`src/rtl/dacc_pkg.sv`:
```
// Shared encodings for the double-accumulator control path: opcodes, immediate
// extender selects, ALU operation codes and the controller state type.
package dacc_pkg;

    localparam logic [3:0] OP_NOP  = 4'h0;
    localparam logic [3:0] OP_ADDI = 4'h1;
    localparam logic [3:0] OP_LDI  = 4'h2;
    localparam logic [3:0] OP_LD   = 4'h3;
    localparam logic [3:0] OP_ST   = 4'h4;
    localparam logic [3:0] OP_BEQZ = 4'h5;
    localparam logic [3:0] OP_JMP  = 4'h6;
    localparam logic [3:0] OP_HALT = 4'hF;

    localparam logic [1:0] IMM_NONE = 2'b00;
    localparam logic [1:0] IMM_6    = 2'b01;
    localparam logic [1:0] IMM_8    = 2'b10;
    localparam logic [1:0] IMM_10   = 2'b11;

    localparam logic [1:0] ALU_PASS_B = 2'b00;
    localparam logic [1:0] ALU_ADD    = 2'b01;
    localparam logic [1:0] ALU_PASS_A = 2'b10;

    typedef enum logic [2:0] {
        S_FETCH,
        S_DECODE,
        S_EXEC,
        S_MEM,
        S_WB,
        S_HALT,
        S_TRAP
    } state_e;

endpackage

```
`src/rtl/dacc_imm_decode.sv`:
```
// Combinational immediate steering: picks the extender width from the opcode and
// presents the raw field zero-padded above that width.
module dacc_imm_decode
    import dacc_pkg::*;
#(
    parameter int OPW  = 4,
    parameter int IMMW = 10
) (
    input  logic [OPW-1:0]  opcode,
    input  logic            acc_bit,
    input  logic [9:0]      imm_raw,
    output logic [1:0]      imm_sel,
    output logic [IMMW-1:0] imm_field,
    output logic            acc_sel
);

    always_comb begin
        imm_sel   = IMM_NONE;
        imm_field = '0;
        acc_sel   = acc_bit;
        case (opcode)
            OP_ADDI, OP_LDI: begin
                imm_sel        = IMM_8;
                imm_field[7:0] = imm_raw[7:0];
            end
            OP_LD, OP_ST: begin
                imm_sel        = IMM_6;
                imm_field[5:0] = imm_raw[5:0];
            end
            OP_BEQZ, OP_JMP: begin
                imm_sel        = IMM_10;
                imm_field[9:0] = imm_raw;
            end
            default: begin
                imm_sel   = IMM_NONE;
                imm_field = '0;
            end
        endcase
    end

endmodule

```
`src/rtl/dacc_imm_ctrl_fsm.sv`:
```
// Multi-cycle fetch/decode/execute controller for the double-accumulator core.
// Strobes are Mealy/Moore outputs of the state register, forced low while rst_n is low.
module dacc_imm_ctrl_fsm
    import dacc_pkg::*;
#(
    parameter int OPW  = 4,
    parameter int IMMW = 10
) (
    input  logic            clk,
    input  logic            rst_n,
    input  logic            mem_ready,
    input  logic [15:0]     mem_rdata,
    input  logic            acc_zero,
    output logic            mem_req,
    output logic            mem_we,
    output logic            ir_we,
    output logic [1:0]      imm_sel,
    output logic [IMMW-1:0] imm_field,
    output logic            acc_sel,
    output logic [1:0]      alu_op,
    output logic            acc_we,
    output logic            pc_inc,
    output logic            pc_load,
    output logic            halted,
    output logic            illegal
);

    state_e         state_q, state_d;
    // Bit 10 of the instruction carries no meaning in this ISA, so it is not kept.
    logic [OPW-1:0] ir_op_q, ir_op_d;
    logic           ir_acc_q, ir_acc_d;
    logic [9:0]     ir_imm_q, ir_imm_d;
    logic [OPW-1:0] op_q, op_d;

    logic           fsm_mem_req, fsm_mem_we, fsm_ir_we, fsm_acc_we;
    logic           fsm_pc_inc, fsm_pc_load, fsm_halted, fsm_illegal;
    logic [1:0]     fsm_alu_op;
    logic [1:0]     dec_imm_sel;
    logic [IMMW-1:0] dec_imm_field;
    logic           dec_acc_sel;
    logic           imm_valid;

    always_ff @(posedge clk) begin
        if (!rst_n) begin
            state_q  <= S_FETCH;
            ir_op_q  <= '0;
            ir_acc_q <= 1'b0;
            ir_imm_q <= '0;
            op_q     <= '0;
        end else begin
            state_q  <= state_d;
            ir_op_q  <= ir_op_d;
            ir_acc_q <= ir_acc_d;
            ir_imm_q <= ir_imm_d;
            op_q     <= op_d;
        end
    end

    always_comb begin
        state_d     = state_q;
        ir_op_d     = ir_op_q;
        ir_acc_d    = ir_acc_q;
        ir_imm_d    = ir_imm_q;
        op_d        = op_q;
        fsm_mem_req = 1'b0;
        fsm_mem_we  = 1'b0;
        fsm_ir_we   = 1'b0;
        fsm_acc_we  = 1'b0;
        fsm_pc_inc  = 1'b0;
        fsm_pc_load = 1'b0;
        fsm_halted  = 1'b0;
        fsm_illegal = 1'b0;
        fsm_alu_op  = ALU_PASS_B;
        case (state_q)
            S_FETCH: begin
                fsm_mem_req = 1'b1;
                if (mem_ready) begin
                    fsm_ir_we  = 1'b1;
                    fsm_pc_inc = 1'b1;
                    ir_op_d    = mem_rdata[15 -: OPW];
                    ir_acc_d   = mem_rdata[11];
                    ir_imm_d   = mem_rdata[9:0];
                    state_d    = S_DECODE;
                end
            end
            S_DECODE: begin
                op_d = ir_op_q;
                case (ir_op_q)
                    OP_NOP:  state_d = S_FETCH;
                    OP_HALT: state_d = S_HALT;
                    OP_ADDI, OP_LDI, OP_LD, OP_ST, OP_BEQZ, OP_JMP: state_d = S_EXEC;
                    default: state_d = S_TRAP;
                endcase
            end
            S_EXEC: begin
                state_d = S_FETCH;
                case (op_q)
                    OP_ADDI: begin
                        fsm_alu_op = ALU_ADD;
                        fsm_acc_we = 1'b1;
                    end
                    OP_LDI:        fsm_acc_we  = 1'b1;
                    OP_LD, OP_ST:  state_d     = S_MEM;
                    OP_JMP:        fsm_pc_load = 1'b1;
                    OP_BEQZ:       fsm_pc_load = acc_zero;
                    default:       state_d     = S_TRAP;
                endcase
            end
            S_MEM: begin
                fsm_mem_req = 1'b1;
                fsm_mem_we  = (op_q == OP_ST);
                if (mem_ready) begin
                    state_d = (op_q == OP_LD) ? S_WB : S_FETCH;
                end
            end
            S_WB: begin
                fsm_acc_we = 1'b1;
                state_d    = S_FETCH;
            end
            S_HALT:  fsm_halted  = 1'b1;
            S_TRAP:  fsm_illegal = 1'b1;
            default: state_d     = S_FETCH;
        endcase
    end

    dacc_imm_decode #(
        .OPW  (OPW),
        .IMMW (IMMW)
    ) u_imm_decode (
        .opcode    (ir_op_q),
        .acc_bit   (ir_acc_q),
        .imm_raw   (ir_imm_q),
        .imm_sel   (dec_imm_sel),
        .imm_field (dec_imm_field),
        .acc_sel   (dec_acc_sel)
    );

    // The immediate belongs to the instruction in IR, so it is hidden while the next one is fetched.
    assign imm_valid = rst_n && (state_q != S_FETCH);

    assign mem_req   = rst_n & fsm_mem_req;
    assign mem_we    = rst_n & fsm_mem_we;
    assign ir_we     = rst_n & fsm_ir_we;
    assign acc_we    = rst_n & fsm_acc_we;
    assign pc_inc    = rst_n & fsm_pc_inc;
    assign pc_load   = rst_n & fsm_pc_load;
    assign halted    = rst_n & fsm_halted;
    assign illegal   = rst_n & fsm_illegal;
    assign alu_op    = rst_n ? fsm_alu_op : ALU_PASS_B;
    assign acc_sel   = rst_n & dec_acc_sel;
    assign imm_sel   = imm_valid ? dec_imm_sel : IMM_NONE;
    assign imm_field = imm_valid ? dec_imm_field : '0;

endmodule
```
`config.mk`:
```
export PLATFORM = sky130hd
export DESIGN_NAME = dacc_imm_ctrl_fsm
export DESIGN_NICKNAME = d
export VERILOG_FILES = /design/src/rtl/dacc_pkg.sv /design/src/rtl/dacc_imm_decode.sv /design/src/rtl/dacc_imm_ctrl_fsm.sv
export SDC_FILE = /design/constraint.sdc
export NUM_CORES = 1
export LEC_CHECK = 0
export CELL_PAD_IN_SITES_DETAIL_PLACEMENT = 1
export CELL_PAD_IN_SITES_GLOBAL_PLACEMENT = 2
export CORE_ASPECT_RATIO = 0.8
export CORE_MARGIN = 10
export CORE_UTILIZATION = 26
export DETAILED_ROUTE_END_ITERATION = 6
export PLACE_DENSITY = 0.77
export RECOVER_POWER = 50
export SYNTH_ARGS = -nofsm -noshare
export SYNTH_HDL_FRONTEND = slang
export SYNTH_HIERARCHICAL = 1
export SYNTH_SLANG_ARGS = --single-unit
```
`constraint.sdc`:
```
create_clock -name clk -period 2.2 [get_ports clk]
set_input_delay 0.22 -clock clk [delete_from_list [all_inputs] [get_ports clk]]
set_output_delay 0.22 -clock clk [all_outputs]
set_load 0.01 [all_outputs]
```
# Word-level counts from Yosys, hierarchy flattened
# Memory sizes are Yosys's and may differ from the RTL's. A register that Yosys moved wholly into a read port is not among the register bits.
# Cells that the tools add are included.
# word_totals
register_bits	22
mem_bits_ro	48
in_bits	20
out_inout_bits	23
n_memories	1
# op_classes
eq_ne	20
mux	26
bitwise_logic	9
reduce_logical	15
# memory_table
memory	words	word_bits	read_ports	rd_clocked_by_memory_dff	write_ports	line	rtl
(no name shown)	16	3	1	1	0	dacc_imm_ctrl_fsm.sv:88	case (ir_op_q)
# ops
op	n
$eq 4x3->1 const B	6
$eq 4x2->1 const B	4
$pmux 3 s5	1
$reduce_or 2->1	7
$mux 1	10
$mux 10	1
$eq 3x3->1 const B	3
$mux 3	3
$and 1x1->1	8
$eq 4x1->1 const B	2
$mux 2	4
$mux 4	2
$reduce_or 4->1	2
$eq 3x2->1 const B	2
$mux 6	1
$pmux 2 s3	1
$pmux 3 s2	1
$reduce_or 6->1	1
$ne 2x2->1 const B	2
$pmux 1 s2	2
$eq 3x1->1 const B	1
$logic_not 3->1	1
$reduce_and 3->1	1
$reduce_bool 3->1	1
3 further kinds	3

# Depth between registers and ports, before layout
# Gate-level depths: netlist (run 1).
# logic_depth
depth_word	5
ltp_mapped	5
depth_no_buf	4

# Modules after synthesis
# The synthesis (run 1) kept the hierarchy.
# by_module_without_submodules
mod	n_inst	cells_each	area_per_inst_um2	seq_area_each_um2
dacc_imm_ctrl_fsm	1	165	1351.3	500.5
dacc_imm_decode	1	22	147.6	0.0

# Worst setup path before layout (run 1)
# Ideal clock, no wire load.
# synth_timing
kind	reg2out
start	register state_q[2]
end	output pc_inc
arrival_ns	1.488
t_required_ns	1.980
setup_slack_ns	0.492
stages_incl_launch_ff	6
n_path_buf	3
path_cell_list	dfxtp_1 buf_2 nor4b_4 buf_2 and2_1 buf_4
# synth_between
elab_chain_len	3
# synth_lines
item	line	rtl
start: declaration	dacc_imm_ctrl_fsm.sv:28	state_e state_q, state_d;
start signal: assignment	dacc_imm_ctrl_fsm.sv:51	state_q <= state_d;
$logic_not 3->1	n/a	
$mux 1	n/a	
$and 1x1->1	n/a	
end: declaration	dacc_imm_ctrl_fsm.sv:22	output logic pc_inc,
# No other way between the ends.

# Final worst setup path (run 1)
# layout_timing
start	register ir_op_q[0]
end	output imm_field[0]
# layout_between
elab_chain_len	4
word_cells_on_any_way	9
classes_between	6 x eq/ne; 2 x mux; 1 x reduce/logical
# layout_lines
item	line	rtl
start: declaration	dacc_imm_ctrl_fsm.sv:30	logic [OPW-1:0] ir_op_q, ir_op_d;
start signal: assignment	dacc_imm_ctrl_fsm.sv:52	ir_op_q <= ir_op_d;
$eq 4x2->1 (tied with other cells)	dacc_imm_decode.sv:21	case (opcode)
$reduce_or 6->1 (no line) *	n/a	
$mux 6 *	dacc_imm_decode.sv:21	
via dec_imm_field[0]	dacc_imm_ctrl_fsm.sv:39	logic [IMMW-1:0] dec_imm_field;
$mux 10 *	dacc_imm_ctrl_fsm.sv:152	assign imm_field = imm_valid ? dec_imm_field : '0;
end: declaration	dacc_imm_ctrl_fsm.sv:18	output logic [IMMW-1:0] imm_field,
# Mark *: on every way through the listed nets, which the timed path passes. The rest lies on a longest branch.

==> results of run 1 <==
==> what timing repair did <==
item / in CTS / in global routing
setup endpoints to repair: 8 / 11
endpoints found under the hold margin: 0 / 0
gates resized for setup: 8 / 18
hold buffers: 0 / 0
==> logic make-up after synthesis <==
kind of cell / count (synthesis)
compound gates: 30
xor+xnor: 2
buf+inv: 20
flops: 25
mux: 6
other cells: 1
simple gates: 103
==> critical path, stage by stage, from the launching register on <==
cell and delay [ns]:
dfxtp_2 0.40, and3_4 0.25, nor4b_1 0.30, and2_1 0.17, clkdlybuf4s50_1 0.53
==> cell usage after synthesis (2+ instances only) <==
cell type	number
o31a_1	2
and2_1	15
mux2i_1	5
nand2b_1	3
clkbuf_1	10
nand2_1	37
or4b_1	3
nor3_1	8
nor2b_1	7
nor3b_1	3
a21oi_1	5
nand4_1	2
nor4bb_1	2
buf_4	3
nor4b_1	6
dfxtp_1	25
inv_1	2
nor2_1	7
buf_2	3
nand3b_1	2
a21boi_0	13
==> how the worst max path moves through the flow <==
stage,start,end,depth (start not counted)
floorplan,state_q[2],pc_inc,5
global placement,rst_n,acc_we,4
detailed placement,rst_n,acc_we,4
CTS,ir_op_q[2],imm_sel[0],5
global route,ir_op_q[0],imm_field[0],4
finish,ir_op_q[0],imm_field[0],4
==> per-layer routing <==
layer / vias to the layer above / part of all wire [%]
met2: 25 / 46
met1: 659 / 49
met4: 0 / 0.51
met5: - / 0
met3: 5 / 4.8
li1: 719 / -
==> layout make-up <==
cell class | instances | area (sq um) | area share, %
Inverter | 3 | 11.26 | 0.5313
Timing Repair Buffer | 52 | 496.7 | 23.44
Clock buffer | 3 | 41.29 | 1.948
Clock inverter | 1 | 5.005 | 0.2361
Tap cell | 78 | 97.59 | 4.604
Sequential cell | 25 | 511.7 | 24.14
Multi-Input combinational cell | 142 | 955.9 | 45.10
==> stage by stage <==
step                      total power [mW]  cells  hold WS (ns)  area, sq um  utilization, %
after CTS                            1.052    304        0.4707         2069           37.45
after detailed placement            0.7626    300        0.4558         2007           36.32
after global routing                 1.107    304        0.4939         2120           38.36
after floorplan                     0.6553    187        0.3549         1499               -
after global placement              0.7595    300        0.4469         2007           36.32
final                                1.036    304        0.4656         2120           38.36
==> power by group through the flow <==
stage	clock network [mW]	logic, mW	registers, mW
after floorplan	0	0.143	0.512
after global placement	0	0.239	0.521
after detailed placement	0	0.240	0.523
after CTS	0.294	0.244	0.514
after global routing	0.313	0.272	0.521
final	0.279	0.242	0.515
==> metrics.csv, run 1 <==
metric;value;unit
Worst Path Required;1.98;ns
Initial Util;27.13;%
Root Buffer;clkbuf_8;
CTS buffer count;3;
Final Slew Violations;0;
met3 Resource Use GR;3.522;%
first drt pass iteration count;4;
Synth async-reset ratio;0;%
setup bufs post-CTS;0;
Row Count;24;
element type at the critical path end;output port;
Ys Warns;6;
Vias;1408;
endpoints failing setup;0;
PnR worst setup slack;0.06232;ns
clk_lat worst skew;0.27;ns
Leakage;0.8554;nW
Final TNS setup;0;ns
Max Root-Sink Buffers;2;
worst reg2reg path startpoint;state_q[2];
max_cap viols;0;
worst hold path class;reg -> reg;
Placement Setup Slack;0.1410;ns
status;complete, no violations;
Post-synth EDFFs;0;
slew margin rel.;50.16;%
Sequential Power Share;49.7;%
Final nets;247;
Worst Path Arrival;1.92;ns
syn_nets;207;
initial antenna violation count;0;
post-synthesis adder-cell area fraction;0;%
Post-Route WL;4.545;mm
first-pass GRT wire length;7.638;mm
Synth area leader;dfxtp_1;
post-layout minimum cycle time;2.138;ns
gr busiest metal;met2;
die area;9221;sq um
Int Power;733.3;uW
syn_area_per_cell;8.016;sq um
I/O pin count;43;
Post-Synthesis Cells;187;
DRC;0;
Compound-Gate Fraction of Synth Area;15.03;%
largest family of logic cells by synthesized area;simple AND/OR/NAND/NOR gates;
port bufs;40;
area grow syn2layout;41.40;%
commonest non-fill, non-tap cells in the layout;37 x nand2_1, 32 x clkdlybuf4s50_1, 20 x dfxtp_1;
simple-gate area share of the yosys netlist;39.98;%
GRT met1 Usage;13.06;%
layout cell share with drive strength beyond 1;15.93;%
CTS tree;yes;
hold_sp;ir_acc_q;
Tightest Pin Transition;0.7460;ns
register area share after synthesis;33.39;%
crit path launch type;flop;
FF-to-FF setup slack;0.45;ns
HPWL Detailed;3.384;mm
Final Cycle Share;97.17;%
Combinational Power Share;23.3;%
GPL Wtd Cong;0.7599;
antenna cells;0;
Fin. Hold Viols;0;
Post-synth top flop;dfxtp_1;
pin count of the biggest net entering global routing;23;
DR WL/cell;14.95;microns
post-route ant nets;0;
critical path class;reg -> out;
CTS sink cnt;25;
Sw Share;29.24;%
Netlist cell types;45;
CTS HTree Levels;1;
hold depth;2;
most common cell after layout, fill and taps aside;nand2_1;
clock power share;27.0;%
Fmax;467.8;MHz
xor and xnor area share after synthesis;1.169;%
worst r2r path cells;6;
violation count after the first detailed-route iteration;48;
GRT Overall Usage;10.02;%
Worst-path clk slew;0.09;ns
crit-path max FO;9;
Psw;303.1;uW
Hold EP;ir_acc_q;
final worst clock skew;0.001106;ns
die width;104.9;microns
Die H;87.91;microns
core area;5525;sq um
Yosys top cell area share;33.39;%
Mapped Area;1499;sq um
fill cell count;661;
Yosys reg bits;25;
Power Density;489.0;nW/um^2
Synth area leaders;dfxtp_1 33%, nand2_1 9.3%, a21boi_0 6.5%, and2_1 6.3%, nor4b_1 3.5%;
vias in the first global route;1466;
post-synthesis mux area share;4.090;%
met2 GRT Util;15.78;%
GR Overflow Total;0;
average via count per standard cell;4.632;
worst vdd ir;0.2358;mV
Power figures use the tool's default switching activity.
==> run 2: changes to the inputs <==
Settings changed: SKIP_LAST_GASP from default to 1.
==> metrics.csv, run 2 (synthesized netlist as in run 1, its figures left out) <==
metric;value;unit;change
CP peak stage delay;0.53;ns;about the same
CTS HTree Levels;1;;unchanged
Sw Share;29.29;%;was 29.24%
die width;104.9;microns;unchanged
worst r2r path cells;6;;unchanged
status;complete, no violations;;unchanged
Row Count;24;;unchanged
Int Power;733.4;uW;was 733.3 uW
CTS buffer count;3;;unchanged
Initial Util;27.13;%;unchanged
die area;9221;sq um;unchanged
FF-to-FF setup slack;0.46;ns;was 0.45 ns
Max Root-Sink Buffers;2;;unchanged
CP max-delay cell;clkdlybuf4s50_1;;unchanged
CP cell instances;and3_4 > nor4b_1 > and2_1 > clkdlybuf4s50_1;;unchanged
commonest non-fill, non-tap cells in the layout;37 x nand2_1, 33 x clkdlybuf4s50_1, 21 x dfxtp_1;;was 37 x nand2_1, 32 x clkdlybuf4s50_1, 20 x dfxtp_1
I/O pin count;43;;unchanged
hold buffer count at cts;0;;unchanged
GR Overflow Total;0;;unchanged
most common cell after layout, fill and taps aside;nand2_1;;unchanged
gr busiest metal;met2;;unchanged
CTS sink cnt;25;;unchanged
post-layout minimum cycle time;2.115;ns;was 2.138 ns
area grow syn2layout;40.99;%;was 41.40%
average via count per standard cell;4.602;;was 4.632
Worst Path Arrival;1.89;ns;was 1.92 ns
element type at the critical path end;output port;;unchanged
GRT Overall Usage;10.01;%;was 10.02%
Psw;303.9;uW;was 303.1 uW
Post-Route WL;4.531;mm;was 4.545 mm
Worst-path clk slew;0.09;ns;about the same
Leakage;0.8360;nW;was 0.8554 nW
worst vdd ir;0.2348;mV;was 0.2358 mV
met3 Resource Use GR;3.522;%;unchanged
clock power share;27.0;%;about the same
max_cap viols;0;;unchanged
first-pass GRT wire length;7.631;mm;was 7.638 mm
setup bufs post-CTS;0;;unchanged
Root Buffer;clkbuf_8;;unchanged
Placement Setup Slack;0.1410;ns;unchanged
Worst Setup EP;imm_field[0];;unchanged
Power Density;490.9;nW/um^2;was 489.0 nW/um^2
crit-path max FO;9;;unchanged
Die H;87.91;microns;unchanged
worst reg2reg path startpoint;state_q[2];;unchanged
Tightest Pin Transition;0.7460;ns;about the same
pin count of the biggest net entering global routing;23;;unchanged
core area;5525;sq um;unchanged
PnR worst setup slack;0.08542;ns;was 0.06232 ns
violation count after the first detailed-route iteration;48;;unchanged
Combinational Power Share;23.3;%;about the same
Critical Path Source;ir_op_q[0];;unchanged
worst hold path class;reg -> reg;;unchanged
CTS tree;yes;;unchanged
Final Slew Violations;0;;unchanged
post-route insts no fill;304;;unchanged
Worst Path Required;1.98;ns;about the same
antenna cells;0;;unchanged
DR WL/cell;14.90;microns;was 14.95 microns
Fmax;472.9;MHz;was 467.8 MHz
GPL Wtd Cong;0.7599;;unchanged
HPWL Detailed;3.384;mm;unchanged
layout cell share with drive strength beyond 1;15.49;%;was 15.93%
Fin. Hold Viols;0;;unchanged
clk_lat worst skew;0.27;ns;about the same
DRC;0;;unchanged
unrepaired setup endpoints after global routing;yes;;
met2 GRT Util;15.66;%;was 15.78%
Sequential Power Share;49.7;%;about the same
crit path launch type;flop;;unchanged
vias in the first global route;1463;;was 1466
Vias;1399;;was 1408
Inst Count DP;300;;unchanged
critical path class;reg -> out;;unchanged
initial antenna violation count;0;;unchanged
endpoints failing setup;0;;unchanged
post-route ant nets;0;;unchanged
port bufs;40;;unchanged
GRT met1 Usage;13.10;%;was 13.06%
first drt pass iteration count;4;;unchanged
slew margin rel.;50.16;%;about the same
final worst clock skew;0.002310;ns;was 0.001106 ns
Final Cycle Share;96.12;%;was 97.17%
Final nets;247;;unchanged
[run 2: cell types whose count changed in the layout (fill, tap and decap cells not counted)]
| cell | previous run | this run |
|---|---|---|
| dlymetal6s2s_1 | 6 | 5 |
| clkdlybuf4s50_1 | 32 | 33 |
| dfxtp_1 | 20 | 21 |
| dfxtp_4 | 2 | 1 |
[run 2: how the worst min path moves through the flow]
stage	end	depth (start not counted)	from
after floorplan	ir_op_q[0]	2	mem_rdata[12]
after global placement	ir_imm_q[4]	2	ir_imm_q[4]
after detailed placement	ir_imm_q[5]	2	ir_imm_q[5]
after CTS	ir_imm_q[3]	2	ir_imm_q[3]
after global routing	ir_imm_q[9]	3	mem_rdata[9]
final	ir_acc_q	2	ir_acc_q
[run 2: metal layers]
metal | share of wire [%] | vias up
li1 | - | 719
met1 | 49 | 652
met2 | 46 | 23
met3 | 4.9 | 5
met4 | 0.51 | 0
met5 | 0 | -
[run 2: cell type report]
class	instances	area (sq um)
clock inverters	1	5.005
repair buffers	52	494.2
inverters	3	11.26
well taps	78	97.59
clock buffers	3	41.29
fillers	662	3412
multi-input cells	142	955.9
flip-flops and latches	25	508.0
[run 2: metrics by stage]
stage / setup TNS [ns] / hold slack (ns) / utilization (%) / area [sq um] / total power [mW]
CTS: -0.01370 / 0.4707 / 37.34 / 2063 / 1.051
global route: -0.05767 / 0.4938 / 38.25 / 2113 / 1.107
finish: 0 / 0.4654 / 38.25 / 2113 / 1.037
detailed placement: 0 / 0.4558 / 36.32 / 2007 / 0.7626
floorplan: 0 / 0.3549 / - / 1499 / 0.6553
global placement: 0 / 0.4469 / 36.32 / 2007 / 0.7595
[run 2: critical path, delay by kind of cell (launching register included)]
kind                   cells  cell delay (ns)
and+or+nand+nor            3             0.68
DFF                        1             0.40
buffers and inverters      1             0.53
[run 2: power groups by stage]
stage | clock, mW | sequential [mW] | combinational, mW
3_3_place_gp | 0 | 0.521 | 0.239
3_5_place_dp | 0 | 0.523 | 0.240
6_report | 0.280 | 0.515 | 0.242
4_1_cts | 0.294 | 0.513 | 0.243
5_1_grt | 0.313 | 0.521 | 0.272
2_1_floorplan | 0 | 0.512 | 0.143
[run 2: timing repair]
item                                    4_1_cts  5_1_grt
resized for setup                             7       16
endpoints found under the setup margin        8       11
hold endpoints to repair                      0        0
